File: config.mk
export PLATFORM = sky130hd
export DESIGN_NAME = round_key_scheduler
export DESIGN_NICKNAME = d
export VERILOG_FILES = /design/src/rtl/round_key_scheduler.sv
export SDC_FILE = /design/constraint.sdc
export NUM_CORES = 2
export LEC_CHECK = 0
export BUFFER_PORTS_ARGS = -buffer_cell sky130_fd_sc_hd__buf_4
export CAP_MARGIN = 20
export CORE_AREA = 2 2 387 389
export DETAILED_ROUTE_END_ITERATION = 7
export DIE_AREA = 0 0 389 391
export PLACE_DENSITY = 0.81
export SLEW_MARGIN = 20
export SYNTH_ARGS = -nofsm -noshare
export SYNTH_HDL_FRONTEND = slang
export SYNTH_SLANG_ARGS = --single-unit
export TNS_END_PERCENT = 1
File: constraint.sdc
create_clock -name clk -period 17.2 [get_ports clk]
set_clock_uncertainty 0.05 [all_clocks]
set_input_delay 1.72 -clock clk [delete_from_list [all_inputs] [get_ports clk]]
set_output_delay 1.72 -clock clk [all_outputs]
set_load 0.1 [all_outputs]
File: src/rtl/round_key_scheduler.sv
// ============================================================================
// Module   : round_key_scheduler
// Brief    : AES key expansion (nk = 4/6/8) producing one schedule word per
//            cycle, with registered round-key read port. Optional macro
//            KS_DEC_ORDER_EN adds a 'dec' input for reverse-order reads.
// Revision : 1.0 - initial release
// ============================================================================
`default_nettype none

module round_key_scheduler #(
  parameter int nk = 4
) (
  input  logic              clk,
  input  logic              reset,
  input  logic              start,
  input  logic [32*nk-1:0]  key_in,
  output logic              busy,
  output logic              done,
  input  logic [3:0]        rk_idx,
`ifdef KS_DEC_ORDER_EN
  input  logic              dec,
`endif
  output logic [127:0]      rk_data
);

  localparam int         c_NR       = nk + 6;
  localparam int         c_NW       = 4 * (c_NR + 1);
  localparam logic [5:0] c_LAST     = 6'(c_NW - 1);
  localparam logic [3:0] c_NR4      = 4'(c_NR);
  localparam logic [2:0] c_POS_LAST = 3'(nk - 1);

  // FIPS-197 S-box, entry 0 in the most significant byte
  localparam logic [2047:0] c_SBOX = {
    128'h637c777bf26b6fc53001672bfed7ab76, 128'hca82c97dfa5947f0add4a2af9ca472c0,
    128'hb7fd9326363ff7cc34a5e5f171d83115, 128'h04c723c31896059a071280e2eb27b275,
    128'h09832c1a1b6e5aa0523bd6b329e32f84, 128'h53d100ed20fcb15b6acbbe394a4c58cf,
    128'hd0efaafb434d338545f9027f503c9fa8, 128'h51a3408f929d38f5bcb6da2110fff3d2,
    128'hcd0c13ec5f974417c4a77e3d645d1973, 128'h60814fdc222a908846eeb814de5e0bdb,
    128'he0323a0a4906245cc2d3ac629195e479, 128'he7c8376d8dd54ea96c56f4ea657aae08,
    128'hba78252e1ca6b4c6e8dd741f4bbd8b8a, 128'h703eb5664803f60e613557b986c11d9e,
    128'he1f8981169d98e949b1e87e9ce5528df, 128'h8ca1890dbfe6426841992d0fb054bb16
  };

  function automatic logic [7:0] f_sbox(input logic [7:0] b);
    return c_SBOX[{~b, 3'b000} +: 8];
  endfunction

  typedef enum logic [1:0] {
    IDLE   = 2'd0,
    EXPAND = 2'd1,
    DONE   = 2'd2
  } state_t;

  state_t      r_state, w_state_nxt;
  logic        w_accept;
  logic [31:0] r_w   [0:c_NW-1];
  logic [31:0] r_win [0:nk-1];
  logic [5:0]  r_i;
  logic [2:0]  r_pos;
  logic [7:0]  r_rcon;
  logic [31:0] w_rot, w_sub_rot, w_sub_last, w_t, w_new;
  logic [3:0]  w_ridx;
  logic [5:0]  w_base;

  always_ff @(posedge clk or posedge reset) begin
    if (reset) r_state <= IDLE;
    else       r_state <= w_state_nxt;
  end

  always_comb begin
    w_state_nxt = r_state;
    w_accept    = 1'b0;
    case (r_state)
      IDLE, DONE: begin
        if (start) begin
          w_state_nxt = EXPAND;
          w_accept    = 1'b1;
        end
      end
      EXPAND:  if (r_i == c_LAST) w_state_nxt = DONE;
      default: w_state_nxt = IDLE;
    endcase
  end

  assign busy = (r_state == EXPAND);
  assign done = (r_state == DONE);

  // r_win[nk-1] holds w[i-1], r_win[0] holds w[i-nk]
  assign w_rot = {r_win[nk-1][23:0], r_win[nk-1][31:24]};

  generate
    for (genvar b = 0; b < 4; b++) begin : g_sbox
      assign w_sub_rot[8*b +: 8]  = f_sbox(w_rot[8*b +: 8]);
      assign w_sub_last[8*b +: 8] = f_sbox(r_win[nk-1][8*b +: 8]);
    end
  endgenerate

  always_comb begin
    w_t = r_win[nk-1];
    if (r_pos == 3'd0)
      w_t = w_sub_rot ^ {r_rcon, 24'h0};
    else if (nk == 8 && r_pos == 3'd4)
      w_t = w_sub_last;
    w_new = r_win[0] ^ w_t;
  end

  always_ff @(posedge clk or posedge reset) begin
    if (reset) begin
      r_i    <= 6'd0;
      r_pos  <= 3'd0;
      r_rcon <= 8'h01;
      for (int j = 0; j < nk; j++) r_win[j] <= 32'h0;
    end else if (w_accept) begin
      r_i    <= 6'(nk);
      r_pos  <= 3'd0;
      r_rcon <= 8'h01;
      for (int j = 0; j < nk; j++) r_win[j] <= key_in[32*(nk-j)-1 -: 32];
    end else if (busy) begin
      for (int j = 0; j < nk - 1; j++) r_win[j] <= r_win[j+1];
      r_win[nk-1] <= w_new;
      r_i         <= r_i + 6'd1;
      r_pos       <= (r_pos == c_POS_LAST) ? 3'd0 : r_pos + 3'd1;
      if (r_pos == 3'd0)
        r_rcon <= {r_rcon[6:0], 1'b0} ^ (r_rcon[7] ? 8'h1b : 8'h00);
    end
  end

  // Word storage is never reset; reads are gated by the DONE state instead
  always_ff @(posedge clk) begin
    if (w_accept) begin
      for (int j = 0; j < nk; j++) r_w[j] <= key_in[32*(nk-j)-1 -: 32];
    end else if (busy) begin
      r_w[r_i] <= w_new;
    end
  end

`ifdef KS_DEC_ORDER_EN
  assign w_ridx = dec ? (c_NR4 - rk_idx) : rk_idx;
`else
  assign w_ridx = rk_idx;
`endif
  assign w_base = {w_ridx, 2'b00};

  always_ff @(posedge clk or posedge reset) begin
    if (reset)
      rk_data <= 128'h0;
    else if (r_state == DONE && rk_idx <= c_NR4)
      rk_data <= {r_w[w_base], r_w[w_base + 6'd1], r_w[w_base + 6'd2], r_w[w_base + 6'd3]};
    else
      rk_data <= 128'h0;
  end

endmodule

`default_nettype wire

**After elaboration in Yosys (flattened, before gate mapping)**

Memory sizes are Yosys's and may differ from the RTL's.
Index checks and enable logic that the tools add are counted.

- Word-level logic and storage cells: 68
- Output and inout bits: 130
- Bits of input ports: 135
- Latch bits: 0
- Flip-flop bits (word level): 275
- Memories kept: 1
- RAM bits: 1,408
- Memory bits (read-only): 0

Memory list:

| name | words | width | rd ports | clocked after Yosys merged registers in | wr ports | line | RTL |
|---|---|---|---|---|---|---|---|
| r_w | 44 | 32 | 4 | 0 | 4 | 56 | `logic [31:0] r_w [0:c_NW-1];` |

- Reduce and logical (&&, ||, !) cells: 9
- Equality and inequality tests: 6
- Add/sub/neg operators: 5
- $mul: 0
- Shifts and indexed selects: 4
- Multiplexer cells: 26
- Bitwise logic cells: 7
- Divide/modulo/power cells: 0
- Magnitude comparators: 1

Operator list:

| kind | number |
|---|---|
| indexed part select 2048 x 12 -> 8 bit, first input constant | 4 |
| 2-to-1 mux 128 bit | 3 |
| 2-to-1 mux 32 bit | 2 |
| XOR 32 bit | 2 |
| NOT 8 bit | 4 |
| OR reduction 32 bit | 1 |
| 2-to-1 mux 8 bit | 3 |
| 2-to-1 mux 6 bit | 3 |
| adder 6 x 1 -> 6 bit, second input constant | 2 |
| adder 6 x 2 -> 6 bit, second input constant | 2 |
| 2-to-1 mux 3 bit | 3 |
| 2-to-1 mux 1 bit | 8 |
| XOR 8 x 5 -> 8 bit | 1 |
| == test 6 bit, second input constant | 1 |
| 2-to-1 mux 5 bit | 1 |
| <= comparator 4 bit, second input constant | 1 |
| 2-to-1 mux 2 bit | 2 |
| one-hot mux 2 bit (2 select lines) | 1 |
| AND reduction 2 bit | 2 |
| nonzero test 2 bit | 2 |
| adder 3 x 1 -> 3 bit, second input constant | 1 |
| == test 3 x 2 -> 1 bit, second input constant | 1 |
| zero test 3 bit | 1 |
| == test 2 x 1 -> 1 bit, second input constant | 1 |
| other kinds (6) | 6 |

**Longest topological paths before layout**

- Depth in word-level cells: 7
- Mapped depth: 15
- Depth with buffers taken out: 10

**Worst setup path after synthesis**

OpenSTA, ideal clock, no wires.

- Path type: flip-flop to flip-flop
- Start point: register r_win[1] (netlist bit)
- End point: memory r_w[0][11], data pin
- Cell stages (with the launch flop): 16
- Data required time: 17.008 ns
- Setup time: 0.142 ns
- Path buffers: 5
- Arrival: 4.968 ns
- Setup slack: 12.041 ns
- Clock period less this slack: 5.159 ns
- Cell sequence: dfrtp_1 -> buf_2 -> buf_2 -> clkbuf_1 -> inv_1 -> ha_1 -> clkbuf_1 -> clkbuf_1 -> nor2_1 -> a211oi_1 -> a31oi_1 -> mux4_2 -> o21ai_0 -> a31oi_1 -> xnor2_1 -> mux2_2

RTL lines:

| item | line | RTL |
|---|---|---|
| start, declared | 57 | `logic [31:0] r_win [0:nk-1];` |
| start signal, assigned by index | 120 | `r_win[nk-1] <= w_new;` |
| end, declared | 56 |  |

==> flow_summary.ini <==
[synth]
synth-seq-cells = 1683
synthXorXnorAreaFrac_pct = 0.636
syn_area_per_cell_um2 = 13.4
async_reset_ff_share_pct = 16.3
syn_area_um2 = 81100
synth_common_cells = 1,408 x edfxtp_1, 404 x nor2_1, 357 x nand2_1, 335 x clkbuf_1, 330 x a21oi_1
synth-compound-area-share_pct = 13.2
synth.area.top_cells = edfxtp_1 52%, mux4_2 8.6%, dfrtp_1 8.5%
synth-main-ff-cell = edfxtp_1
yosysMostFrequentCell = edfxtp_1
synth-edff-count = 1408
synth_mux_area_share_pct = 12.4
synth_top_area_share_pct = 52.2
seq_area_frac_synth_pct = 60.7
synth-simple-area-share_pct = 8.95
synth_top_family_by_area = compound AO/OA/AOI/OAI gates
synthCells = 6035
yosysTopAreaCell = edfxtp_1
synth-warning-count = 0
synth_fp_nets = 6233
yosys.area_share.adder_pct = 0.985
synth.distinct_cells = 103

[detailed_routing]
route.detailed.drc = 0
wl_per_cell_um = 36.2
drtIter0Drc = 10800
drt_wl_total_mm = 297
routed_via_density = 7.33
ant_nets = 0
first_pass_iters = 7
num_vias = 60100

[placement]
numPortBuffers = 264
pre_cts_slack_ps = 10780
gp_routability_congestion = 1.02
dp_hpwl_mm = 181
dp.cells = 7866

[clock_tree]
htree_levels = 4
cts.sinks = 1683
cts_resized = 0
cts_hold_buffers = 0
ctsRootBufferMaster = clkbuf_16
post_cts_buffers = 0
clk_path_buf_depth = 3
cts_tree = yes
cts_buffers = 164
clkTransAtPathRegs_ps = 70
clk_latency_ps = 830

[pwr]
p_int_w = 0.0113
ir_worst_vdd_v = 0.000246
power_per_cell_area_nw_per_um2 = 221
seq_power_share_pct = 34.9
pwr-share-comb_pct = 46.2
switching_share_pct = 43.8
power_w = 0.0201
pwr-share-clk_pct = 18.9
switchingPower_w = 0.00879
p_leak_nw = 31.4

[sta]
period_share_pct = 33.6
setup_slack_ps = 11410
worstMarginPinSlew_ps = 1140
rsz0062_at_grt = no
min_period_ps = 5790
finalHoldViolCount = 0
holdWs_ps = 430
setup_viol_count_final = 0
fmaxAchievable_ghz = 0.173
report.final.slew_viol_count = 0
tns_ps = 0
relSlewSlack_pct = 23.2

[worst_setup_path]
worstPathCellList = buf_4, inv_1, ha_1, nand2_1, nand3_1, o31ai_1, mux4_2, mux4_2, a21oi_2, xor2_2, o21ai_0
slowest_stage = ha_1
crit_top_cell = mux4_2
critPathTopFamily = multiplexers
arrival_ps = 6160
worstSetupEndpointType = flip-flop
path_buf_inv = 2
slowest_delay_ps = 940
worstSetupPathType = reg -> reg
rrSetupSlack_ps = 11410
cp_max_fo = 41
critPathRequiredTime_ps = 17570
crit_path_start_kind = flip-flop

[finish]
area_delta_synth_final_pct = 12.2
drive_gt1_share_pct = 20.4
post_layout_nonfiller_instances = 8205
fin_nets = 6288

[floorplanning]
row_count = 142
die_h_um = 391
ios = 265
core_um2 = 149000
initial_core_util_pct = 54.6
die_x_um = 389
die-area_um2 = 152000

[global_route]
antenna_found_initial = 53
grt_pass1_wl_mm = 420
grt_usage_pct = 38.5
grt_max_degree = 192
grt_overflow_total = 0
grt_pass1_vias = 56700

[run]
drv_cap = 0

[min_path]
min_path_type = reg -> reg

[outcome]
outcome = finished clean
[state kept, by name (all words and copies together), names as in the netlist]
name,flops
r_pos,3
r_i,6
r_w,1408
rk_data,128
r_win,128
r_state,2
r_rcon,8
[tightest hold or removal path, stage by stage (launching register included)]
cell and delay, ps:
dfrtp_1 340, nand2_1 50, nand2_1 50
[area by class of cell]
| class | count | area (um^2) |
|---|---|---|
| clock buffer | 224 | 4600 |
| antenna | 33 | 82.6 |
| sequential | 1683 | 49200 |
| multi-input combinational | 3741 | 29800 |
| tap | 1944 | 2430 |
| inverter | 61 | 240 |
| timing repair buffer | 439 | 3520 |
| fill | 10700 | 57600 |
| clock inverter | 80 | 1030 |
[through the flow]
stage / util [%] / cell area (um^2)
floorplan: - / 81100
global placement: 57.2 / 85000
detailed placement: 57.3 / 85100
CTS: 61.1 / 90800
global route: 61.2 / 90900
finish: 61.2 / 90900
[per-layer routing]
metal	wire, um	vias to the layer above	share of wire, %	global-route usage, %
met5	629	-	0.21	0
met3	42900	938	14	13.3
met4	17200	54	5.8	18.4
li1	-	23800	-	-
met1	105000	30100	35	51.3
met2	131000	5232	44	56.9
[layout by cell type, fill, tap and decap left out, types with 39 or more instances in the layout]
cell,count
a211oi_1,313
nand2_1,355
inv_1,45
clkbuf_16,167
a31oi_1,58
mux4_2,310
mux2_2,113
dfrtp_1,264
nand2b_1,90
o311ai_0,39
buf_4,421
o211ai_1,47
a221o_1,50
nand3_1,87
nor2b_1,222
nor3_1,96
a21oi_1,329
ha_1,63
nor2_1,359
mux2i_1,176
o21ai_0,246
edfxtp_1,1408
a22oi_1,75
[final timing paths]
check,end,cells after the start,startpoint
max,r_w[3][1],11,r_win[25]
min,r_win[84],2,r_win[84]
max reg2reg,r_w[3][1],11,r_win[25]
min reg2reg,r_win[84],2,r_win[84]
max in group asynchronous,rk_data[0],3,reset
min in group asynchronous,rk_data[26],2,reset
[power by group through the flow]
stage | Sequential, W | Clock [W] | Combinational [W]
final | 0.00701 | 0.00379 | 0.00928
after global routing | 0.00702 | 0.00394 | 0.00956
after CTS | 0.00697 | 0.00380 | 0.00884
after detailed placement | 0.00703 | 0 | 0.00876
after global placement | 0.00699 | 0 | 0.00862
after floorplan | 0.00684 | 0 | 0.00527
[kinds of logic after synthesis]
group           Yosys count
mux                     600
buf+inv                 611
flops                  1683
simple gates           1480
compound gates         1544
fa+ha+maj                64
xor+xnor                 53
(Power assumes the default switching activity.)
